### src/rtl/alu_exec_if.sv
// Operation/result handshake bundle between the issue stage and the execute-stage ALU.
interface alu_exec_if #(parameter int XLEN = 32);
  logic            in_valid;
  logic            in_ready;
  logic [4:0]      alu_signal;
  logic [XLEN-1:0] op_a;
  logic [XLEN-1:0] op_b;
  logic            out_valid;
  logic            out_ready;
  logic [XLEN-1:0] result;
  logic            zero;

  modport master (
    output in_valid, alu_signal, op_a, op_b, out_ready,
    input  in_ready, out_valid, result, zero
  );

  modport slave (
    input  in_valid, alu_signal, op_a, op_b, out_ready,
    output in_ready, out_valid, result, zero
  );
endinterface

### src/rtl/alu_exec.sv
// Execute-stage ALU: single-cycle ops return 1 cycle after accept, shifts take shamt+1 via a serial shifter.
// A held result (out_ready low) blocks new accepts; draining and accepting happen on the same edge.
module alu_exec #(
  parameter int XLEN = 32
) (
  input logic       clk,
  input logic       rst,
  alu_exec_if.slave alu_io
);

  typedef enum logic [1:0] {IDLE, SHIFT, DONE} state_e;
  typedef enum logic [1:0] {SH_SLL, SH_SRL, SH_SRA} shift_e;

  state_e          state_q;
  shift_e          shop_q;
  logic [XLEN-1:0] shreg_q;
  logic [4:0]      cnt_q;
  logic [XLEN-1:0] result_q;
  logic            zero_q;

  logic            accept;
  logic            is_shift;
  logic [4:0]      shamt;
  logic [XLEN-1:0] alu_d;
  logic [XLEN-1:0] shreg_d;
  shift_e          shop_d;

  assign alu_io.in_ready  = !rst && (state_q == IDLE || (state_q == DONE && alu_io.out_ready));
  assign accept           = alu_io.in_valid && alu_io.in_ready;
  assign shamt            = alu_io.op_b[4:0];
  assign alu_io.out_valid = (state_q == DONE);
  assign alu_io.result    = result_q;
  assign alu_io.zero      = zero_q;

  always_comb begin
    alu_d    = '0;
    is_shift = 1'b0;
    shop_d   = SH_SLL;
    case (alu_io.alu_signal)
      5'd0: alu_d = alu_io.op_a + alu_io.op_b;
      5'd1: alu_d = alu_io.op_a - alu_io.op_b;
      5'd3: alu_d = {{(XLEN-1){1'b0}}, ($signed(alu_io.op_a) < $signed(alu_io.op_b))};
      5'd4: alu_d = {{(XLEN-1){1'b0}}, (alu_io.op_a < alu_io.op_b)};
      5'd5: alu_d = alu_io.op_a ^ alu_io.op_b;
      5'd8: alu_d = alu_io.op_a | alu_io.op_b;
      5'd9: alu_d = alu_io.op_a & alu_io.op_b;
      // Shift result here only matters for a zero shift amount.
      5'd2: begin alu_d = alu_io.op_a; is_shift = 1'b1; shop_d = SH_SLL; end
      5'd6: begin alu_d = alu_io.op_a; is_shift = 1'b1; shop_d = SH_SRL; end
      5'd7: begin alu_d = alu_io.op_a; is_shift = 1'b1; shop_d = SH_SRA; end
      default: alu_d = '0;
    endcase
  end

  always_comb begin
    shreg_d = shreg_q;
    case (shop_q)
      SH_SLL:  shreg_d = {shreg_q[XLEN-2:0], 1'b0};
      SH_SRL:  shreg_d = {1'b0, shreg_q[XLEN-1:1]};
      SH_SRA:  shreg_d = {shreg_q[XLEN-1], shreg_q[XLEN-1:1]};
      default: shreg_d = shreg_q;
    endcase
  end

  always_ff @(posedge clk) begin
    if (rst) begin
      state_q  <= IDLE;
      shop_q   <= SH_SLL;
      shreg_q  <= '0;
      cnt_q    <= '0;
      result_q <= '0;
      zero_q   <= 1'b0;
    end else begin
      case (state_q)
        IDLE, DONE: begin
          if (accept) begin
            if (is_shift) begin
              shreg_q <= alu_io.op_a;
              cnt_q   <= shamt;
              shop_q  <= shop_d;
            end
            if (is_shift && shamt != 5'd0) begin
              state_q <= SHIFT;
            end else begin
              state_q  <= DONE;
              result_q <= alu_d;
              zero_q   <= (alu_d == '0);
            end
          end else if (state_q == DONE && alu_io.out_ready) begin
            state_q <= IDLE;
          end
        end
        SHIFT: begin
          shreg_q <= shreg_d;
          cnt_q   <= cnt_q - 5'd1;
          if (cnt_q == 5'd1) begin
            state_q  <= DONE;
            result_q <= shreg_d;
            zero_q   <= (shreg_d == '0);
          end
        end
        default: state_q <= IDLE;
      endcase
    end
  end

endmodule

### src/flat_wrapper.sv
// flat-port wrapper written by rule: the top's interface ports become plain ports
module alu_exec_flat 
#(
  parameter int XLEN = 32
)
  (clk, rst, alu_io_in_valid, alu_io_alu_signal, alu_io_op_a, alu_io_op_b, alu_io_out_ready, alu_io_in_ready, alu_io_out_valid, alu_io_result, alu_io_zero);
  alu_exec_if #(.XLEN(XLEN)) alu_io_i ();
  input logic clk;
  input logic rst;
  input wire logic [$bits(alu_io_i.in_valid)-1:0] alu_io_in_valid;
  input wire logic [$bits(alu_io_i.alu_signal)-1:0] alu_io_alu_signal;
  input wire logic [$bits(alu_io_i.op_a)-1:0] alu_io_op_a;
  input wire logic [$bits(alu_io_i.op_b)-1:0] alu_io_op_b;
  input wire logic [$bits(alu_io_i.out_ready)-1:0] alu_io_out_ready;
  output wire logic [$bits(alu_io_i.in_ready)-1:0] alu_io_in_ready;
  output wire logic [$bits(alu_io_i.out_valid)-1:0] alu_io_out_valid;
  output wire logic [$bits(alu_io_i.result)-1:0] alu_io_result;
  output wire logic [$bits(alu_io_i.zero)-1:0] alu_io_zero;
  assign alu_io_i.in_valid = alu_io_in_valid;
  assign alu_io_i.alu_signal = alu_io_alu_signal;
  assign alu_io_i.op_a = alu_io_op_a;
  assign alu_io_i.op_b = alu_io_op_b;
  assign alu_io_i.out_ready = alu_io_out_ready;
  assign alu_io_in_ready = alu_io_i.in_ready;
  assign alu_io_out_valid = alu_io_i.out_valid;
  assign alu_io_result = alu_io_i.result;
  assign alu_io_zero = alu_io_i.zero;
  alu_exec #(.XLEN(XLEN)) u_core (.clk(clk), .rst(rst), .alu_io(alu_io_i));
endmodule
### config.mk
export PLATFORM = sky130hd
export DESIGN_NAME = alu_exec_flat
export DESIGN_NICKNAME = d
export VERILOG_FILES = /design/src/rtl/alu_exec_if.sv /design/src/rtl/alu_exec.sv /design/src/flat_wrapper.sv
export SDC_FILE = /design/constraint.sdc
export NUM_CORES = 1
export LEC_CHECK = 0
export BUFFER_PORTS_ARGS = -buffer_cell sky130_fd_sc_hd__buf_2
export CORE_ASPECT_RATIO = 0.7
export CORE_UTILIZATION = 55
export CTS_CLUSTER_DIAMETER = 40
export DETAILED_ROUTE_END_ITERATION = 16
export PLACE_DENSITY = 0.85
export SLEW_MARGIN = 25
export SYNTH_ARGS = -nofsm -noshare
export SYNTH_HDL_FRONTEND = slang
export SYNTH_SLANG_ARGS = --single-unit
### constraint.sdc
create_clock -name clk -period 3.34 [get_ports clk]
set_input_delay 0.501 -clock clk [delete_from_list [all_inputs] [get_ports clk]]
set_output_delay 0.501 -clock clk [all_outputs]
set_load 0.1 [all_outputs]
=== Yosys cells after proc, flatten, opt, wreduce, memory -nomap -nowiden ===
Index checks and enable logic that the tools add are counted.

* Register bits: 74
* Bits in latches: 0
* RAM bits: 0
* ROM bits: 0
* Input bits: 73
* Output and inout bits: 35
* Memories kept: 0

* Add/sub/neg operators: 3
* Multiply operators: 0
* Divide/modulo/power cells: 0
* $lt $le $gt $ge: 2
* Eq/ne operators: 19
* Shift operators: 0
* Mux-type cells: 23
* Bitwise logic cells: 3
* Reduce and logical (&&, ||, !) cells: 19

{| class="wikitable"
|+ Operators with widths
! kind !! number
|-
| 32-bit one-hot mux with 8 select lines || 1
|-
| 32-bit two-way mux || 5
|-
| 32-bit one-hot mux with 2 select lines || 2
|-
| 32-bit one-hot mux with 3 select lines || 1
|-
| 32-bit zero test || 2
|-
| 32-bit < comparator || 2
|-
| 32-bit adder || 1
|-
| 32-bit AND || 1
|-
| 32-bit bitwise OR || 1
|-
| 32-bit subtractor || 1
|-
| 32-bit bitwise XOR || 1
|-
| 5-bit by 3-bit == test with 1-bit output (second input constant) || 4
|-
| 5-bit by 1-bit == test with 1-bit output (second input constant) || 2
|-
| 5-bit by 2-bit == test with 1-bit output (second input constant) || 2
|-
| 5-bit by 4-bit == test with 1-bit output (second input constant) || 2
|-
| 5-bit two-way mux || 2
|-
| 5-bit one-hot mux with 2 select lines || 1
|-
| 2-bit two-way mux || 4
|-
| 2-bit one-hot mux with 2 select lines || 2
|-
| 2-bit by 1-bit != test with 1-bit output (second input constant) || 3
|-
| 3-bit AND reduction || 2
|-
| 5-bit zero test || 1
|-
| 5-bit nonzero test || 1
|-
| 5-bit by 1-bit subtractor with 5-bit output (second input constant) || 1
|-
| other kinds (15) || 24
|}

=== Logic depth before layout (Yosys ltp) ===
* Word-level depth: 7
* Depth in mapped cells: 15
* Gate-level depth less buffers: 15

=== Least setup slack after synthesis ===
OpenSTA, ideal clock, no wires.

* Kind: in2reg
* Start point: in rst
* End point: reg u_core.zero_q, in the netlist u_core.alu_io.zero
* Library setup time: 96 ps
* Arrival time: 4,562 ps
* Data required time: 3,244 ps
* Slack: -1,317 ps
* Stages: 11
* Path buffers: 1
* Cell sequence: clkbuf_1 > nor3_1 > and2_1 > o21ai_0 > nor4_1 > nand4_1 > nor4_2 > nand4_1 > nor4_1 > nand4_1 > o41ai_2

* Longest elaborated chain between the ends: 5

{| class="wikitable"
|+ RTL lines
! item !! line !! RTL
|-
| from (decl) || flat_wrapper.sv:9 || <nowiki>input logic rst;</nowiki>
|-
| 1-bit zero test || alu_exec.sv:28 || <nowiki>assign alu_io.in_ready = !rst && (state_q == IDLE || (state_q == DONE && alu_io.out_ready));</nowiki>
|-
| 1-bit logical AND || alu_exec.sv:28 ||
|-
| via alu_io_in_ready || flat_wrapper.sv:15 || <nowiki>output wire logic [$bits(alu_io_i.in_ready)-1:0] alu_io_in_ready;</nowiki>
|-
| 1-bit logical AND || alu_exec.sv:29 || <nowiki>assign accept = alu_io.in_valid && alu_io.in_ready;</nowiki>
|-
| 2-bit by 1-bit != test with 1-bit output (no line) || -- ||
|-
| 4-bit AND reduction (no line) || -- ||
|-
| to (signal assigned) || alu_exec.sv:87 || <nowiki>zero_q <= (alu_d == '0);</nowiki>
|-
| to (signal assigned) || alu_exec.sv:99 || <nowiki>zero_q <= (shreg_d == '0);</nowiki>
|-
| to (decl) || alu_exec.sv:19 || <nowiki>logic zero_q;</nowiki>
|}

The timed path passes the listed nets, and every way through them passes these cells.
A chain may end at the register's enable or synchronous reset.

=== Worst setup path in the final report ===
* Start point: in alu_io_op_a[0]
* End point: reg u_core.zero_q, in the netlist u_core.alu_io.zero

* Longest elaborated chain between the ends: 6

{| class="wikitable"
|+ RTL lines
! item !! line !! RTL
|-
| from (decl) || flat_wrapper.sv:12 || <nowiki>input wire logic [$bits(alu_io_i.op_a)-1:0] alu_io_op_a;</nowiki>
|-
| 32-bit subtractor (tied with other cells) || alu_exec.sv:41 || <nowiki>5'd1: alu_d = alu_io.op_a - alu_io.op_b;</nowiki>
|-
| 32-bit one-hot mux with 8 select lines * || alu_exec.sv:39 || <nowiki>case (alu_io.alu_signal)</nowiki>
|-
| 32-bit zero test * || alu_exec.sv:87 ||
|-
| 1-bit two-way mux * || alu_exec.sv:82 || <nowiki>if (is_shift && shamt != 5'd0) begin</nowiki>
|-
| 1-bit two-way mux * || alu_exec.sv:76 || <nowiki>if (accept) begin</nowiki>
|-
| 1-bit one-hot mux with 2 select lines * || alu_exec.sv:74 || <nowiki>case (state_q)</nowiki>
|}

Mark *: on every way between the ends. The rest lies on a longest branch, timed or not. The select of a mux whose other input is x is not followed.

==> impl_metrics.csv <==
group,metric,value,unit
setup_path,cp-end-kind,"register",
synthesis,synth.largest_area_cell,"dfxtp_1",
setup_path,cp.depth,15,
setup_path,r2r.worst_path.cells,8,
finish,final_nets,1979,
sta,maxSlewViolCount,0,
cts,cts_sinks,74,
power_and_ir_drop,vdd_drop_max,237,uV
cts,cts_tree,"done",
setup_path,critPathLaunch,"alu_io_op_a[0]",
synthesis,yosys_warnings,0,
synthesis,synthTopCellsByArea,"dfxtp_1 15%, ha_1 14%, a21oi_1 6.9%",
setup_path,crit_family,"compound AO/OA/AOI/OAI gates",
floorplanning,fp.coreArea,0.0171,mm^2
synthesis,ys_types,79,
setup_path,start_kind,"input pin",
setup_path,r2r_setup_slack,0.50,ns
setup_path,crit_arrival,3.77,ns
grt,antenna_found_initial,1,
sta,hold_viol_final,0,
sta,clock_skew,0.00625,ns
synthesis,async_flop_share,0,%
sta,fin_crit_sh,106,%
sta,grt_setup_unrepaired,"true",
route,wirelength,43400,um
route,drtPass1Iterations,13,
grt,grt.total_usage,46.6,%
finish,area_growth,39.3,%
setup_path,crit_fanout,4,
setup_path,critPathKind,"in2reg",
cts,cts_max_path_buffers,2,
synthesis,synthFlopType,"dfxtp_1",
floorplanning,design.portCount,108,
synthesis,yosysSeqAreaShare,15.4,%
route,drtIter0Drc,2320,
power_and_ir_drop,p_leak,5.99,nW
synthesis,postSynthAreaPerCell,6.78,um^2
placed_design,port_buffers,107,
cts,clk_pin_slew,0.06,ns
grt,grt_pass1_vias,12300,
synthesis,synth_area,0.00961,mm^2
setup_path,r2r-end,"u_core.alu_io.zero$_SDFFE_PP0P_",
setup_path,reg2reg_from,"u_core.shop_q[1]$_SDFFE_PP0P_",
sta,timing.final.setup_violations,3,
sta,fin_crit,3.52,ns
synthesis,synth_top_area_share,15.4,%
placed_design,gp_congestion,1.06,
cts,clk_latency,0.35,ns
route,route.detailed.drc,2,
floorplanning,start_util,56.2,%
finish,drive_gt1_share,31.3,%
floorplanning,dieArea,0.0180,mm^2
finish,regArea,0.00148,mm^2
cts,htreeDepth,3,
finish,multi_input_area,0.00767,mm^2
synthesis,synth_edf_count,0,
route,drt-vias-per-instance,6.61,
setup_path,worstPathCellList,"buf_2, ha_4, fa_2, a21o_1, a221o_1, buf_4, a2111oi_4, nor3_2, and3_1, nor3_2, mux2i_1, a21oi_2, nor4b_4, nand4_1, o41ai_2",
sta,worst_slew_pin_slew,0.905,ns
synthesis,synth.net_count,1598,
cts,cts_buffers,9,
floorplanning,die_x,160,um
floorplanning,dieHeight,113,um
setup_path,cpMaxStageDelayCell,"fa_2",
finish,n_antenna_cell,0,
setup_path,critPathMaxStageDelay,0.36,ns
synthesis,ys_ff_latch,74,
placed_design,pre_cts_slack,-0.692,ns
flow_run,cap_violations,0,
power_and_ir_drop,powerDensity,286,mW/mm^2
sta,setup_ws,-0.184,ns
cts,cts_root_buf,"clkbuf_16",
setup_path,crit_path_frequent_cell,"nor3_2",
sta,whs,0.453,ns
sta,max_slew_margin,39.6,%
status,violations,"DRC, setup timing",
route,avgRoutedWirePerCell,21.3,um
finish,fillCellCount,1266,
grt,grt_max_degree,72,
synthesis,yosys-top-cells-count,"160 x nand2_1, 133 x a21oi_1, 118 x o21ai_0, 117 x nor2_1, 105 x ha_1",
floorplanning,core.rowCount,40,
power_and_ir_drop,power,0.00383,W
grt,grt_pass1_wl,66300,um
route,ant_nets,0,
setup_path,endpoint,"u_core.alu_io.zero$_SDFFE_PP0P_",
finish,fin_util,78.2,%
synthesis,syn_inst,1418,
route,vias,13400,
sta,timing.fmax,284,MHz
placed_design,hpwlAfterDp,33700,um
grt,grt_overflow_total,0,
setup_path,critPathRequiredTime,3.59,ns
setup_path,cp_num_buf_inv,2,
min_path,min_path_type,"reg2reg",
status,status,"finished, violations left",
synthesis,post-synth-top-count-cell,"nand2_1",
[tightest hold or removal path, cell delays in order (launching register included)]
cell	delay (ns)
dfxtp_1	0.30
nand2_1	0.05
a21oi_1	0.05
[worst min-delay path by stage]
stage | from | to | cells after the start
3_5_place_dp | u_core.alu_io.result[13]$_SDFFE_PP0P_ | u_core.alu_io.result[13]$_SDFFE_PP0P_ | 2
5_1_grt | u_core.alu_io.result[11]$_SDFFE_PP0P_ | u_core.alu_io.result[11]$_SDFFE_PP0P_ | 2
6_report | u_core.alu_io.result[15]$_SDFFE_PP0P_ | u_core.alu_io.result[15]$_SDFFE_PP0P_ | 2
3_3_place_gp | u_core.alu_io.result[16]$_SDFFE_PP0P_ | u_core.alu_io.result[16]$_SDFFE_PP0P_ | 2
4_1_cts | u_core.alu_io.result[13]$_SDFFE_PP0P_ | u_core.alu_io.result[13]$_SDFFE_PP0P_ | 2
2_1_floorplan | u_core.shreg_q[21]$_SDFFE_PP0P_ | u_core.shreg_q[21]$_SDFFE_PP0P_ | 2
[timing repair]
action / in CTS / in global routing
setup buffers: 0 / 4
pin swaps: 9 / 19
resized for setup: 22 / 46
cloned: 0 / 0
endpoints found under the setup margin: 7 / 15
hold buffers: 0 / 0
[flip-flops by register name (all words and copies together), names as in the netlist]
signal                flops
u_core.cnt_q              5
u_core.shreg_q           32
u_core.alu_io.result     32
u_core.shop_q             2
u_core.alu_io.zero        1
u_core.state_q            2
[cell families (layout without fill, tap and decap cells)]
logic type	after synthesis	after routing	synth area share, %
AOI/OAI and AO/OA	535	535	36.8
xor gates and xnor gates	5	5	0.456
adders and majority gates	107	107	14.1
buffers and inverters	201	586	8.20
DFF	74	74	15.4
muxes	8	8	0.846
and+or+nand+nor	488	488	24.2
[metal layers]
metal	track usage, %	share of wire [%]	wire length (um)	vias up
met5	0	0.025	11	-
met4	23.8	6.1	2660	2
met3	12.6	15	6420	225
met2	70.0	41	17800	1140
met1	61.2	38	16600	6110
li1	-	-	-	5967
[through the flow]
stage / instances / setup TNS (ns) / area (um^2)
floorplan: 1418 / 0 / 9640
global placement: 2015 / -5.08 / 12800
detailed placement: 2015 / -6.77 / 12800
CTS: 2030 / -0.0946 / 13200
global route: 2034 / -1.07 / 13400
finish: 2034 / -0.254 / 13400
[report_power, final]
part / switching [W] / leakage [nW] / total, W / internal, W
combinational: 0.00118 / 5.25 / 0.00199 / 0.000810
sequential: 0.0000239 / 0.601 / 0.000937 / 0.000913
clock: 0.000390 / 0.134 / 0.000906 / 0.000516
total: 0.00159 / 5.99 / 0.00383 / 0.00224
[final cells by class]
type,count,area share [%]
timing repair buffer,468,24.6
sequential,74,11.1
tap,231,2.16
clock buffer,10,1.78
clock inverter,5,0.234
inverter,103,2.89
multi-input combinational,1143,57.2
[layout by cell type, fill, tap and decap left out, types with 5 or more instances in the layout]
cell and instances:
a211oi_1 14, a211oi_2 5, a21o_1 11, a21oi_1 118, a21oi_2 14, a221o_1 7
a221oi_1 18, a22oi_1 25, a311oi_1 11, a31oi_1 31, and2_1 9, and3_1 7
buf_2 106, buf_4 358, clkbuf_16 9, dfxtp_1 73, ha_1 100, inv_1 102
mux2i_1 7, nand2_1 159, nand2b_1 39, nand3_1 22, nand3b_1 5, nand4_1 18
nor2_1 112, nor2_2 5, nor2b_1 13, nor3_1 36, nor4_1 20, o2111ai_1 6
o211ai_1 49, o21a_1 9, o21ai_0 111, o21ai_2 5, o21bai_1 9, o31ai_1 27
or3_1 10
(Power assumes the default switching activity.)
